### config.mk
export PLATFORM = sky130hd
export DESIGN_NAME = hazard_stall_ctrl
export DESIGN_NICKNAME = d
export VERILOG_FILES = /design/src/rtl/hazard_stall_ctrl.sv
export SDC_FILE = /design/constraint.sdc
export NUM_CORES = 1
export LEC_CHECK = 0
export ABC_AREA = 1
export BUFFER_PORTS_ARGS = -buffer_cell sky130_fd_sc_hd__clkbuf_2
export CORE_MARGIN = 2
export CORE_UTILIZATION = 35
export DETAILED_ROUTE_END_ITERATION = 8
export HOLD_SLACK_MARGIN = 0.03
export SYNTH_ARGS = -nofsm -noshare
export SYNTH_HDL_FRONTEND = slang
export SYNTH_SLANG_ARGS = --single-unit
### constraint.sdc
create_clock -name clk -period 1.3 [get_ports clk]
set_input_delay 0.13 -clock clk [delete_from_list [all_inputs] [get_ports clk]]
set_output_delay 0.13 -clock clk [all_outputs]
set_load 0.05 [all_outputs]
### src/rtl/hazard_stall_ctrl.sv
// Hazard and stall sequencer for the 5-stage pipeline. It covers load-use
// bubbles, taken-branch flushes in ID and data-memory waits. Stall and flush
// outputs are combinational from the current state and inputs. A sticky
// timeout flag and a saturating stall-cycle counter are kept alongside.
module hazard_stall_ctrl #(
  parameter int unsigned MEM_TIMEOUT = 15  // legal range 2..255
) (
  input  logic        clk,
  input  logic        rst_n,
  input  logic [4:0]  IFID_Rs,
  input  logic [4:0]  IFID_Rt,
  input  logic [4:0]  IDEX_Rt,
  input  logic        IDEX_MemRead,
  input  logic        ID_BranchTaken,
  input  logic        EXMEM_MemReq,
  input  logic        mem_ready,
  output logic        PC_Write,
  output logic        IFID_Write,
  output logic        IFID_Flush,
  output logic        IDEX_Flush,
  output logic        EXMEM_Hold,
  output logic        mem_timeout,
  output logic [15:0] stall_count
);

  typedef enum logic [1:0] {
    RUN      = 2'd0,
    LU_STALL = 2'd1,
    MEM_WAIT = 2'd2,
    ERR      = 2'd3
  } state_t;

  // Last wait_cnt value before the wait is declared timed out.
  localparam logic [7:0] WAIT_LAST = 8'(MEM_TIMEOUT - 1);

  state_t      state_q, state_d;
  logic [7:0]  wait_cnt_q, wait_cnt_d;
  logic        mem_timeout_q;
  logic [15:0] stall_count_q;

  logic lu_hit;
  logic mw_hit;
  logic pc_write_c, ifid_write_c, ifid_flush_c, idex_flush_c, exmem_hold_c;

  assign lu_hit = IDEX_MemRead && (IDEX_Rt != 5'd0) &&
                  ((IDEX_Rt == IFID_Rs) || (IDEX_Rt == IFID_Rt));
  assign mw_hit = EXMEM_MemReq && !mem_ready;

  // Next-state and combinational stall/flush decode.
  always_comb begin
    state_d      = state_q;
    wait_cnt_d   = wait_cnt_q;
    pc_write_c   = 1'b1;
    ifid_write_c = 1'b1;
    ifid_flush_c = 1'b0;
    idex_flush_c = 1'b0;
    exmem_hold_c = 1'b0;

    if (state_q == ERR) begin
      // Permanent freeze; only reset leaves this state.
      pc_write_c   = 1'b0;
      ifid_write_c = 1'b0;
      exmem_hold_c = 1'b1;
    end else if (state_q == MEM_WAIT && !mem_ready) begin
      // Still waiting on data memory.
      pc_write_c   = 1'b0;
      ifid_write_c = 1'b0;
      exmem_hold_c = 1'b1;
      wait_cnt_d   = wait_cnt_q + 8'd1;
      if (wait_cnt_q == WAIT_LAST) begin
        state_d = ERR;
      end
    end else if (mw_hit) begin
      // New memory wait seen from RUN or LU_STALL (false in a MEM_WAIT release).
      pc_write_c   = 1'b0;
      ifid_write_c = 1'b0;
      exmem_hold_c = 1'b1;
      wait_cnt_d   = 8'd0;
      state_d      = MEM_WAIT;
    end else if (lu_hit && state_q != LU_STALL) begin
      // One bubble; a concurrent taken branch stays held in ID.
      pc_write_c   = 1'b0;
      ifid_write_c = 1'b0;
      idex_flush_c = 1'b1;
      state_d      = LU_STALL;
    end else begin
      ifid_flush_c = ID_BranchTaken;
      state_d      = RUN;
    end
  end

  // Reset forces the outputs to the flush pattern immediately.
  always_comb begin
    if (!rst_n) begin
      PC_Write   = 1'b0;
      IFID_Write = 1'b0;
      IFID_Flush = 1'b1;
      IDEX_Flush = 1'b1;
      EXMEM_Hold = 1'b0;
    end else begin
      PC_Write   = pc_write_c;
      IFID_Write = ifid_write_c;
      IFID_Flush = ifid_flush_c;
      IDEX_Flush = idex_flush_c;
      EXMEM_Hold = exmem_hold_c;
    end
  end

  // State, wait counter, sticky timeout flag and saturating stall counter.
  always_ff @(posedge clk or negedge rst_n) begin
    if (!rst_n) begin
      state_q       <= RUN;
      wait_cnt_q    <= 8'd0;
      mem_timeout_q <= 1'b0;
      stall_count_q <= 16'd0;
    end else begin
      state_q    <= state_d;
      wait_cnt_q <= wait_cnt_d;
      if (state_d == ERR) begin
        mem_timeout_q <= 1'b1;
      end
      if (!pc_write_c && state_q != ERR && stall_count_q != 16'hFFFF) begin
        stall_count_q <= stall_count_q + 16'd1;
      end
    end
  end

  assign mem_timeout = mem_timeout_q;
  assign stall_count = stall_count_q;

endmodule

; ---- Yosys cells after proc, flatten, opt, wreduce, memory -nomap -nowiden
; Cells that the tools add are included.
[word_totals]
reg_bits = 27
inputBits = 21
out_inout_bits = 22
wordCells = 55
[op_classes]
add_sub_neg = 2
eq_ne = 9
n_mux = 26
bitwise = 1
reduce_logical = 13
[op_table]
columns = cell, n
row1 = 1-bit two-way mux, 20
row2 = "16-bit by 1-bit adder with 16-bit output, second input constant", 1
row3 = 8-bit two-way mux, 2
row4 = "16-bit != test, second input constant", 1
row5 = 5-bit == test, 2
row6 = "8-bit by 1-bit adder with 8-bit output, second input constant", 1
row7 = "8-bit by 4-bit == test with 1-bit output, second input constant", 1
row8 = 2-bit two-way mux, 4
row9 = 1-bit logical AND, 7
row10 = "2-bit == test, second input constant", 3
row11 = 5-bit nonzero test, 1
row12 = 1-bit zero test, 2
row13 = "2-bit by 1-bit != test with 1-bit output, second input constant", 1
row14 = "2-bit != test, second input constant", 1
row15 = 2-bit AND reduction, 1
row16 = 2-bit nonzero test, 1
row17 = 1-bit logical OR, 1
row18 = 1-bit inverter, 1

; ---- Logic depth before layout (Yosys ltp)
[logic_depth]
ltp_word = 11
ltp_mapped = 12
ltp_nobuf = 11

; ---- Worst setup path before layout
; Ideal clock, no wire load.
[synth_timing]
path_kind = register -> output
startpoint = reg state_q[1]
endpoint = out IDEX_Flush
t_arrival_ps = 2047
t_required_ps = 1170
setup_slack_ps = -877
stages_incl_launch_ff = 8
path_buffers = 0
cell_sequence = dfrtp_1 > inv_1 > nor3_4 > nor2_1 > nor2_4 > nor2_1 > inv_1 > o21ai_0
[synth_via]
elab_chain_len = 7
elab_cells_between_ends = 10
cone_classes = eq/ne (3) / mux (5) / reduce/logical (2)
[synth_rtl]
columns = element, line_no
row1 = from (decl), 36  ; state_t state_q, state_d;
row2 = from (signal assigned), 117  ; state_q <= state_d;
row3 = 2-bit by 1-bit != test with 1-bit output, 80  ; end else if (lu_hit && state_q != LU_STALL) begin
row4 = 1-bit logical AND, 80
row5 = 1-bit two-way mux, 80
row6 = 1-bit two-way mux, 73  ; end else if (mw_hit) begin
row7 = 1-bit two-way mux, 64  ; end else if (state_q == MEM_WAIT && !mem_ready) begin
row8 = 1-bit two-way mux (*), 59  ; if (state_q == ERR) begin
row9 = 1-bit two-way mux (*), 94  ; if (!rst_n) begin
row10 = to (decl), 20  ; output logic IDEX_Flush,
; Every way passes the cells marked *; elsewhere a longest branch is shown, timed or not.

; ---- Worst setup path after layout
; Ends and elaborated chain as after synthesis.

==> metrics <==
Worst path depth 8; # Max-Cap Violations 0; Vias 1852; RSZ-0062 raised after global routing true; main combinational cell family by area after synthesis simple AND/OR/NAND/NOR gates; Switch Pwr 1.22 mW; Syn Inst Count 254; Num CTS Buffers 3; depth of the CTS H-tree 1; DP Wirelength 3.37 mm; #FFs+latches synth 27; largest net degree at the start of global routing 23; min-delay src EXMEM_MemReq; layout cell share with drive strength beyond 1 49.0%; Final WS setup -318 ps; clock power share 16.2%; area grow syn2layout 57.4%; Post-Synth XOR/XNOR Area 8.69%; min cycle time layout 1620 ps; GRT Util Overall 15.5%; # rows 26; CP endpoint IDEX_Flush; worst skew pair latency 270 ps; antenna-violating nets left 0; input/output buffers 42; Peak VDD IR 1.15 mV; CTS sink count 27; DR iter-0 viols 72; P_leak 1.47 nW; post-synthesis net count 278; Buf/Inv on CP 3; R2R Setup Slk -180 ps; status complete, but fails checks; Placed Area 2510 um2; worst r2r src stall_count[4]; via/cell ratio 4.46; Int Pwr 1.74 mW; slowest CP cell dfrtp_1; combinational power share 47.0%; element type at the critical path end primary output; # IOs 43; final hold viol count 0; clk slew on worst S/H paths 90 ps; grt ovf 0; Root Buffer clkbuf_8; wire length of the first global-routing pass 7.53 mm; CP required 1170 ps; cell area power density 1040 nW/um2; Worst Tran Pin Value 399 ps; DRC Markers 0; # nets final 370; GP Congestion 0.767; Critical Path Fanout Max 4; die area 5780 um2; Slew Viols, Final 0; reg2reg end stall_count[15]; multiplexer area fraction after synthesis 0%; Final Routed Wirelength 4.62 mm; Design Area, Final 2860 um2; Syn Area/Cell 7.14 um2; core box area 5040 um2; Worst Path Arrival 1490 ps; Clock Skew 5.92 ps; final non-filler cell total 415; initial antenna violation count 0; final setup fails 26; placed insts 402; cells on worst reg2reg path 8; CTS tree yes; fin util 56.7%; area share of fa/ha/maj cells after synthesis 2.07%; die height 76.0 um; ratio of final minimum period to clock period 124%; Critical Path Start Type flip-flop; Pre-antenna DRT Iters 4; drt wl/cell 11.1 um; violated checks setup timing; Synth Area in Simple Gates 38.9%; vias in the first global route 1752; fillers 457; hold_ws 309 ps; most used cell along the critical path nor2_4; Netlist cell types 29; family with the most delay on the worst path flip-flops; Worst Setup SP state_q[1]; initial core utilization 36.0%; Compound-Gate Fraction of Synth Area 3.93%; die width 76.0 um; fmax 618 MHz; antenna cell count 0; Crit path largest cell delay 400 ps; Slew headroom 73.3%; Seq/Total Area, Yosys 37.2%; Final Power 2.96 mW; Flop pwr share 36.7%; HP Class input pin to flip-flop; maximum clock insertion buffer count 2; Crit Path Category flip-flop to primary output; cells along the critical path inv_2 -> nor3_4 -> nor2_2 -> nor2_4 -> nor2_4 -> inv_4 -> o21ai_2 -> buf_12; Synth Cell Area 1810 um2; Ys Warns 0; Switching Share 41.3%
state kept, by name, summed over array words and instances (netlist names):
register and flops:
wait_cnt_q 8, state_q 2, stall_count 16, mem_timeout 1
through the flow:
step                      setup WS, ps  setup TNS, ps
final                             -318          -4040
after floorplan                   -207          -3300
after CTS                         -371          -6150
after detailed placement          -206          -2850
after global placement            -165          -2430
after global routing              -406          -6280
worst min-delay path, stage by stage:
cell and delay, ps:
clkbuf_2 80, inv_1 40, nor2_1 90, o31ai_2 210
synthesized netlist by cell type (all sizes together):
master  number  area (um2)
xnor2        9        78.8
ha           3        37.5
o21ai        5        25.0
o21a         1        7.51
nor4         2        12.5
nand3       28         140
nor3b        1        7.51
dfrtp       27         676
a21oi        2        10.0
xor2         9        78.8
nor2        27         119
nor3         6        51.3
a41oi        1        8.76
buf          4        31.3
nand4        4        40.0
o22ai        2        12.5
inv         36         135
o31ai        1        7.51
nand2       86         335
how the worst min path moves through the flow:
stage	slack, ps	end	cells past startpoint
floorplan	-170	mem_timeout	0
global placement	140	state_q[1]	2
detailed placement	140	state_q[1]	2
CTS	280	state_q[0]	4
global route	340	state_q[0]	3
finish	310	state_q[0]	4
timing repair:
item	CTS	global route
setup buffers	1	8
endpoints found under the setup margin	25	30
cloned	0	1
hold buffers	1	0
pin swaps	4	16
endpoints found under the hold margin	27	0
gates resized for setup	17	39
power by group through the flow:
stage,combinational (mW),sequential (mW),clock (mW)
2_1_floorplan,0.487,1.37,0
3_3_place_gp,1.17,1.10,0
5_1_grt,1.49,1.10,0.535
3_5_place_dp,1.20,1.10,0
6_report,1.39,1.09,0.481
4_1_cts,1.25,1.08,0.505
per-layer routing:
| metal | track usage [%] | routed length (um) | up-vias |
|---|---|---|---|
| met4 | 4.36 | 34 | 0 |
| met3 | 1.78 | 138 | 2 |
| met5 | 0 | 0 | - |
| li1 | - | - | 986 |
| met2 | 26.4 | 2270 | 29 |
| met1 | 20.9 | 2180 | 835 |
cell families (layout without fill, tap and decap cells):
logic type	after synthesis	count (layout)
xor+xnor	18	18
simple gates	154	155
flops	27	27
buf+inv	40	130
compound gates	12	12
fa+ha+maj	3	3
cell usage in the layout (no fill, tap or decap), types with 6 or more instances in the layout:
cell type,instances
inv_2,9
xnor2_1,9
inv_1,25
xor2_1,8
buf_4,41
dfrtp_1,11
clkbuf_2,36
nand2_1,73
nand2_4,6
dfrtp_2,16
nand3_2,12
nor2_1,18
nand2_2,7
nand3_1,16
area by class of cell:
| class | instances | area, um2 | area share (%) |
|---|---|---|---|
| clock buffers | 4 | 45.0 | 1.58 |
| repair buffers | 90 | 678 | 23.7 |
| flip-flops and latches | 27 | 696 | 24.4 |
| inverters | 36 | 141 | 4.95 |
| multi-input cells | 188 | 1210 | 42.3 |
| well taps | 70 | 87.6 | 3.07 |
Power figures use the tool's default switching activity.
